[src/rtl/mlaccel_pkg.sv]
// mlaccel_pkg: shared command codes, default widths and loader state encoding.
package mlaccel_pkg;
    localparam int MEM_AW_DEF  = 17;
    localparam int CODE_AW_DEF = 11;

    localparam logic [7:0] CMD_NOP   = 8'h00;
    localparam logic [7:0] CMD_WDATA = 8'h01;
    localparam logic [7:0] CMD_WCODE = 8'h02;
    localparam logic [7:0] CMD_EXEC  = 8'h03;

    typedef enum logic [2:0] {
        IDLE,
        HDR,
        DATA,
        CODE,
        EXEC_ISSUE,
        EXEC_WAIT0,
        EXEC_WAIT
    } loader_state_t;

    // WRITE_DATA carries a 24-bit address; the other commands a 16-bit one.
    function automatic logic [2:0] hdr_len(input logic [1:0] cmd);
        return (cmd == CMD_WDATA[1:0]) ? 3'd5 : 3'd4;
    endfunction
endpackage

[src/rtl/mlaccel_loader_shift.sv]
// mlaccel_loader_shift: 8-byte MSB-first shift register with byte count and word-done flag.
module mlaccel_loader_shift (
    input  logic        clock,
    input  logic        resetn,
    input  logic        clear,
    input  logic        shift,
    input  logic [7:0]  din,
    output logic [63:0] word_next,
    output logic [2:0]  count,
    output logic        done
);
    // Only seven bytes are kept; the eighth is consumed straight from din.
    logic [55:0] word;

    assign word_next = {word, din};
    assign done      = shift && (count == 3'd7);

    always_ff @(posedge clock or negedge resetn) begin
        if (!resetn) begin
            word  <= '0;
            count <= '0;
        end else if (clear) begin
            count <= '0;
        end else if (shift) begin
            word  <= word_next[55:0];
            count <= count + 3'd1;
        end
    end
endmodule

[src/rtl/mlaccel_loader.sv]
// mlaccel_loader: parses the host byte stream into memory writes, code-store writes and execute launches.
module mlaccel_loader
    import mlaccel_pkg::*;
#(
    parameter int MEM_AW  = MEM_AW_DEF,
    parameter int CODE_AW = CODE_AW_DEF
) (
    input  logic               clock,
    input  logic               resetn,
    input  logic               in_valid,
    input  logic [7:0]         in_data,
    output logic               in_ready,
    output logic               mem_wen,
    output logic [MEM_AW-1:0]  mem_addr,
    output logic [7:0]         mem_wdata,
    output logic [CODE_AW-1:0] ctrl_addr,
    output logic [CODE_AW-1:0] ctrl_execute,
    input  logic               ctrl_busy,
    output logic [3:0]         ctrl_wen_coeff,
    output logic               ctrl_wen_opcode,
    output logic [31:0]        ctrl_wdata_coeff,
    output logic [31:0]        ctrl_wdata_opcode,
    output logic               busy,
    output logic               err
);
    loader_state_t      state, state_nxt;
    logic [1:0]         cmd;
    logic [15:0]        left;
    logic [MEM_AW-1:0]  daddr;
    logic [CODE_AW-1:0] caddr;
    logic               accept, hdr_last, sh_clear, sh_shift, word_done;
    logic [63:0]        word_next;
    logic [2:0]         count;
    logic [15:0]        hdr_n;
    logic [CODE_AW-1:0] hdr_code_a;
    logic [MEM_AW-1:0]  hdr_mem_a;

    mlaccel_loader_shift u_shift (
        .clock     (clock),
        .resetn    (resetn),
        .clear     (sh_clear),
        .shift     (sh_shift),
        .din       (in_data),
        .word_next (word_next),
        .count     (count),
        .done      (word_done)
    );

    assign in_ready   = (state == IDLE) || (state == HDR) || (state == DATA) || (state == CODE);
    assign busy       = (state != IDLE);
    assign accept     = in_valid && in_ready;
    assign hdr_last   = (state == HDR) && accept && (count == hdr_len(cmd) - 3'd1);
    assign hdr_n      = word_next[15:0];
    assign hdr_code_a = word_next[CODE_AW+15:16];
    assign hdr_mem_a  = word_next[MEM_AW+15:16];

    always_ff @(posedge clock or negedge resetn) begin
        if (!resetn) state <= IDLE;
        else         state <= state_nxt;
    end

    always_comb begin
        state_nxt = state;
        sh_clear  = 1'b0;
        sh_shift  = 1'b0;
        case (state)
            IDLE: begin
                sh_clear  = accept;
                state_nxt = (accept && in_data != CMD_NOP && in_data <= CMD_EXEC) ? HDR : IDLE;
            end
            HDR: begin
                sh_shift = accept && !hdr_last;
                sh_clear = hdr_last;
                if (hdr_last)
                    state_nxt = (cmd == CMD_WDATA[1:0]) ? ((hdr_n != 16'd0) ? DATA : IDLE) :
                                (cmd == CMD_WCODE[1:0]) ? ((hdr_n != 16'd0) ? CODE : IDLE) :
                                (hdr_n[CODE_AW-1:0] != '0) ? EXEC_ISSUE : IDLE;
            end
            DATA:       state_nxt = (accept && left == 16'd1) ? IDLE : DATA;
            CODE: begin
                sh_shift  = accept;
                state_nxt = (word_done && left == 16'd1) ? IDLE : CODE;
            end
            EXEC_ISSUE: state_nxt = EXEC_WAIT0;
            EXEC_WAIT0: state_nxt = EXEC_WAIT;
            EXEC_WAIT:  state_nxt = ctrl_busy ? EXEC_WAIT : IDLE;
            default:    state_nxt = IDLE;
        endcase
    end

    // Strobes are single-cycle; address/data outputs hold their last values.
    always_ff @(posedge clock or negedge resetn) begin
        if (!resetn) begin
            cmd               <= '0;
            left              <= '0;
            daddr             <= '0;
            caddr             <= '0;
            err               <= 1'b0;
            mem_wen           <= 1'b0;
            mem_addr          <= '0;
            mem_wdata         <= '0;
            ctrl_addr         <= '0;
            ctrl_execute      <= '0;
            ctrl_wen_coeff    <= '0;
            ctrl_wen_opcode   <= 1'b0;
            ctrl_wdata_coeff  <= '0;
            ctrl_wdata_opcode <= '0;
        end else begin
            mem_wen         <= 1'b0;
            ctrl_wen_coeff  <= 4'b0000;
            ctrl_wen_opcode <= 1'b0;
            ctrl_execute    <= '0;
            if (state == IDLE && accept) begin
                cmd <= in_data[1:0];
                err <= err || (in_data > CMD_EXEC);
            end
            if (hdr_last) begin
                left  <= hdr_n;
                daddr <= hdr_mem_a;
                caddr <= hdr_code_a;
                if (cmd == CMD_EXEC[1:0] && hdr_n[CODE_AW-1:0] != '0) begin
                    ctrl_addr    <= hdr_code_a;
                    ctrl_execute <= hdr_n[CODE_AW-1:0];
                end
            end
            if (state == DATA && accept) begin
                mem_wen   <= 1'b1;
                mem_addr  <= daddr;
                mem_wdata <= in_data;
                daddr     <= daddr + 1'b1;
                left      <= left - 16'd1;
            end
            if (state == CODE && word_done) begin
                ctrl_wen_coeff    <= 4'b1111;
                ctrl_wen_opcode   <= 1'b1;
                ctrl_addr         <= caddr;
                ctrl_wdata_coeff  <= word_next[63:32];
                ctrl_wdata_opcode <= word_next[31:0];
                caddr             <= caddr + 1'b1;
                left              <= left - 16'd1;
            end
        end
    end
endmodule

[config.mk]
export PLATFORM = sky130hd
export DESIGN_NAME = mlaccel_loader
export DESIGN_NICKNAME = d
export VERILOG_FILES = /design/src/rtl/mlaccel_pkg.sv /design/src/rtl/mlaccel_loader_shift.sv /design/src/rtl/mlaccel_loader.sv
export SDC_FILE = /design/constraint.sdc
export NUM_CORES = 1
export LEC_CHECK = 0
export BUFFER_PORTS_ARGS = -buffer_cell sky130_fd_sc_hd__buf_2
export CELL_PAD_IN_SITES_DETAIL_PLACEMENT = 1
export CELL_PAD_IN_SITES_GLOBAL_PLACEMENT = 2
export CORE_MARGIN = 3
export CORE_UTILIZATION = 39
export DETAILED_ROUTE_END_ITERATION = 6
export GPL_TIMING_DRIVEN = 0
export PLACE_DENSITY = 0.82
export REMOVE_ABC_BUFFERS = 1
export SLEW_MARGIN = 10
export SYNTH_ARGS = -nofsm -noshare
export SYNTH_HDL_FRONTEND = slang
export SYNTH_SLANG_ARGS = --single-unit
export TNS_END_PERCENT = 10
[constraint.sdc]
create_clock -name clock -period 4.05 [get_ports clock]
set_clock_uncertainty 0.05 [all_clocks]
set_input_delay 0.6075 -clock clock [delete_from_list [all_inputs] [get_ports clock]]
set_output_delay 0.6075 -clock clock [all_outputs]
set_load 0.005 [all_outputs]
==> run summary <==
The flow ran to the end, but the final reports show violations. The final reports fail on negative hold slack. The shortest period the worst path allows came out at 3.065 ns. In this run, the number of DRC markers left after iteration 0 of detailed routing was 283. The largest driver fanout on the critical path is 39. The vertical extent of the die is 162.4 µm.

Clock-pin slew was measured on the worst setup and hold paths at 0.06 ns. Among all cell types in the netlist, the one instantiated most often is nand2_1. The max-slew headroom at the worst pin came out at 25.87%.

The worst min-delay path class is in -> async. The number of hold violations in the final report came out at 7. The share of the synthesized area in the top cell type came out at 58.23%. The first-pass iteration count of the detailed router came out at 4. The number of levels the H-tree was split into is 1. The leakage power summed over all cells is 5.777 nW.

The die is 162.4 µm wide. The fmax came out at 326.3 MHz. The cell area power density came out at 657.1 nW/µm². The arrival time at the worst endpoint came out at 3.43 ns. Of all cell types, the one taking the most synthesized area is dfrtp_1. The DRC violations left is 0.

The most critical setup path has its startpoint at state[1]$_DFFE_PN0P_. The number of top-level design ports is 132. The antenna diode instance count is 0.

Across all hold checks on the routed design, the worst slack comes to -0.01186 ns. The post-synthesis async set-or-reset flop share came out at 100.0%. The area growth from synthesis to layout is 19.44%. The cell at the root of the clock tree is clkbuf_16. TritonCTS built the clock tree. The area used by sequential logic in the layout is 5555 µm². The placed wire-length estimate came out at between 15000 and 20000 µm. The count of flip-flops with a built-in enable after synthesis is 0. The total congestion overflow after global routing is 0.

The initial antenna violation count was 0. The overall power after layout came out at 7.487 mW. The initialized floorplan defines 56 standard-cell rows. Wires add up to ~25000 µm. The number of different library cells used by synthesis comes to 64. Setup repair after global routing left no endpoint under its margin. The via count of the first global-routing pass is 7618. The later pin in the worst-skew pair is clocked with a latency of between 0.5 and 0.6 ns. Summing over every cut layer, the via total after detailed routing is 7244. The number of warnings issued by yosys came out at 0.

Counting along the longest clock path gives a buffer depth of 3. The critical path is of the reg -> reg type. STA classifies the critical path endpoint as a flip-flop. After the last flow step, the layout net total stands at 1068. Entering global routing, the biggest net connects 80 pins. The sink count of the clock tree came out at 222. For this run, the leading register cell type out of synthesis is dfrtp_1.

The slew at the pin with the worst max-slew slack came out at roughly 1.1 ns. The post-synthesis cell area is between 9000 and 10000 µm². In this run the critical register-to-register path is launched from state[1]$_DFFE_PN0P_.

Counting every instance in the synthesized netlist gives 938. In the final layout, the share of cells above drive strength 1 is about a quarter. The worst path uses 75.67% of the clock period.

The post-cts resize count came out at 0. The total routing usage reported by global routing is 19.33%. Fill cells in the final layout number 2701. The worst setup path is launched from a flip-flop. The number of vias per cell after detailed routing is between 5 and 6. The count of buffers from port buffering came out at 131. Routability-driven placement finished with a final weighted congestion of 0.8232.

The detail-routed net length per standard cell came out at 18.00 µm. The average instance area after synthesis is slightly above 10 µm². The required time at the worst-slack endpoint is 4.42 ns. The cell area after layout is 11390 µm². The number of routed nets with antenna violations is 0.

The maximum VDD drop came out at between 0.2 and 0.3 mV. The initial core utilization came out at 40.17%. The TritonCTS buffer count came out at 25. Setup violations remaining at the end of the flow were counted as 0.

Ranked by instance count, the synthesized netlist is headed by 315 x nand2_1, 222 x dfrtp_1, 58 x mux2_2, 42 x nor2_1, 25 x buf_2. The standard cell core area is between 20000 and 25000 µm². The number of synthesized register bits came out at 222. The multi-input gate area in the final layout came out at around 3700 µm². The sequential fraction of the synthesis area is approximately three fifths. The placed cell area came out at around 11000 µm². The tool flagged a number of max-cap violations equal to 0.

The number of max-slew violations in the final report came out at 0. Ranked by total cell area, the synthesized netlist is headed by dfrtp_1 58%, nand2_1 12%, mux2_2 6.8%. The wire length of the first global-routing pass is 41480 µm. The number of buffers added for setup after CTS came out at 0.

The hold buffer count at cts is 0. The die covers 26380 µm².
[cells by family after synthesis]
group                      after synthesis  synth area share, %
xor gates and xnor gates                 1              0.09182
adders and majority gates                6               0.7869
AOI/OAI and AO/OA                      113                8.053
DFF                                    222                58.23
buffers and inverters                   64                3.134
muxes                                   69                8.131
and+or+nand+nor                        463                21.57
[final timing paths]
kind / cells after the start / slack (ns) / endpoint
hold reg to reg: 2 / 0.41 / ctrl_wdata_coeff[25]$_DFFE_PN0P_
setup / recovery: 8 / 0.99 / daddr[13]$_DFFE_PN0P_
setup reg to reg: 8 / 0.99 / daddr[13]$_DFFE_PN0P_
min in group clock: 3 / 0.33 / ctrl_wdata_opcode[2]$_DFFE_PN0P_
hold / removal: 1 / -0.01 / ctrl_wdata_coeff[24]$_DFFE_PN0P_
max in group asynchronous: 3 / 2.78 / ctrl_wdata_opcode[15]$_DFFE_PN0P_
[per-layer routing]
layer / vias up / share of wire, % / GRT usage, %
li1: 3428 / - / -
met1: 3658 / 46 / 26.48
met2: 129 / 48 / 32.27
met3: 29 / 4.5 / 3.637
met4: 0 / 1.5 / 4.110
met5: - / 0 / 0
[layout make-up]
cell class | instances | share of cell area [%]
inverters | 10 | 0.3514
flip-flops and latches | 222 | 48.75
clock inverters | 11 | 1.252
well taps | 319 | 3.503
multi-input cells | 652 | 32.50
clock buffers | 33 | 6.281
repair buffers | 139 | 7.357
[cell usage in the layout, fill, tap and decap left out, drive strengths merged, types with 4 or more instances in the layout]
cell,count
nand3,20
o311ai,7
dfrtp,222
inv,11
nand4,5
nor2,42
mux2i,11
o21ai,28
nand2,316
or2,4
or4,6
and4,9
a21oi,23
and2,12
a221o,7
a31oi,5
o22ai,4
ha,6
or3,4
and3,4
a311oi,8
a211oi,5
clkbuf,33
mux2,58
buf,139
nor2b,5
clkinv,5
nor3,13
o211ai,9
nor4,5
nand2b,6
nor3b,4
[stage by stage]
step | setup slack [ns] | utilization [%] | instances | hold slack (ns) | setup TNS [ns]
after detailed placement | 0.8365 | 44.36 | 1342 | 0.3995 | 0
after global routing | 0.6384 | 47.97 | 1386 | 0.01086 | 0
final | 0.9853 | 47.97 | 1386 | -0.01186 | 0
after floorplan | 0.9614 | - | 884 | 0.2619 | 0
after global placement | -1.752 | 43.51 | 1334 | 0.3950 | -404.98
after CTS | 0.8714 | 47.97 | 1386 | 0.005221 | 0
[sequential cells by signal, summed over array words and instances (netlist names)]
register           flops
u_shift.count          3
err                    1
ctrl_wdata_opcode     32
ctrl_addr             11
state                  3
u_shift.word          56
caddr                 11
mem_addr              17
mem_wdata              8
ctrl_execute          11
daddr                 17
mem_wen                1
left                  16
ctrl_wen_coeff         1
cmd                    2
ctrl_wdata_coeff      32
[power by group]
part	switching, mW	internal [mW]
Clock	0.912	1.43
Combinational	0.814	0.819
Sequential	0.686	2.83
Total	2.41	5.08
[critical path, cell delays in order, from the launching register on]
cell      delay [ns]
dfrtp_1         0.61
nand2b_1        0.19
nand2b_2        0.28
buf_12          0.21
inv_2           0.57
nand4_1         0.30
nor3_1          0.38
nor3_1          0.09
a211oi_1        0.24
Note: power is estimated with default switching activity, not from simulation.
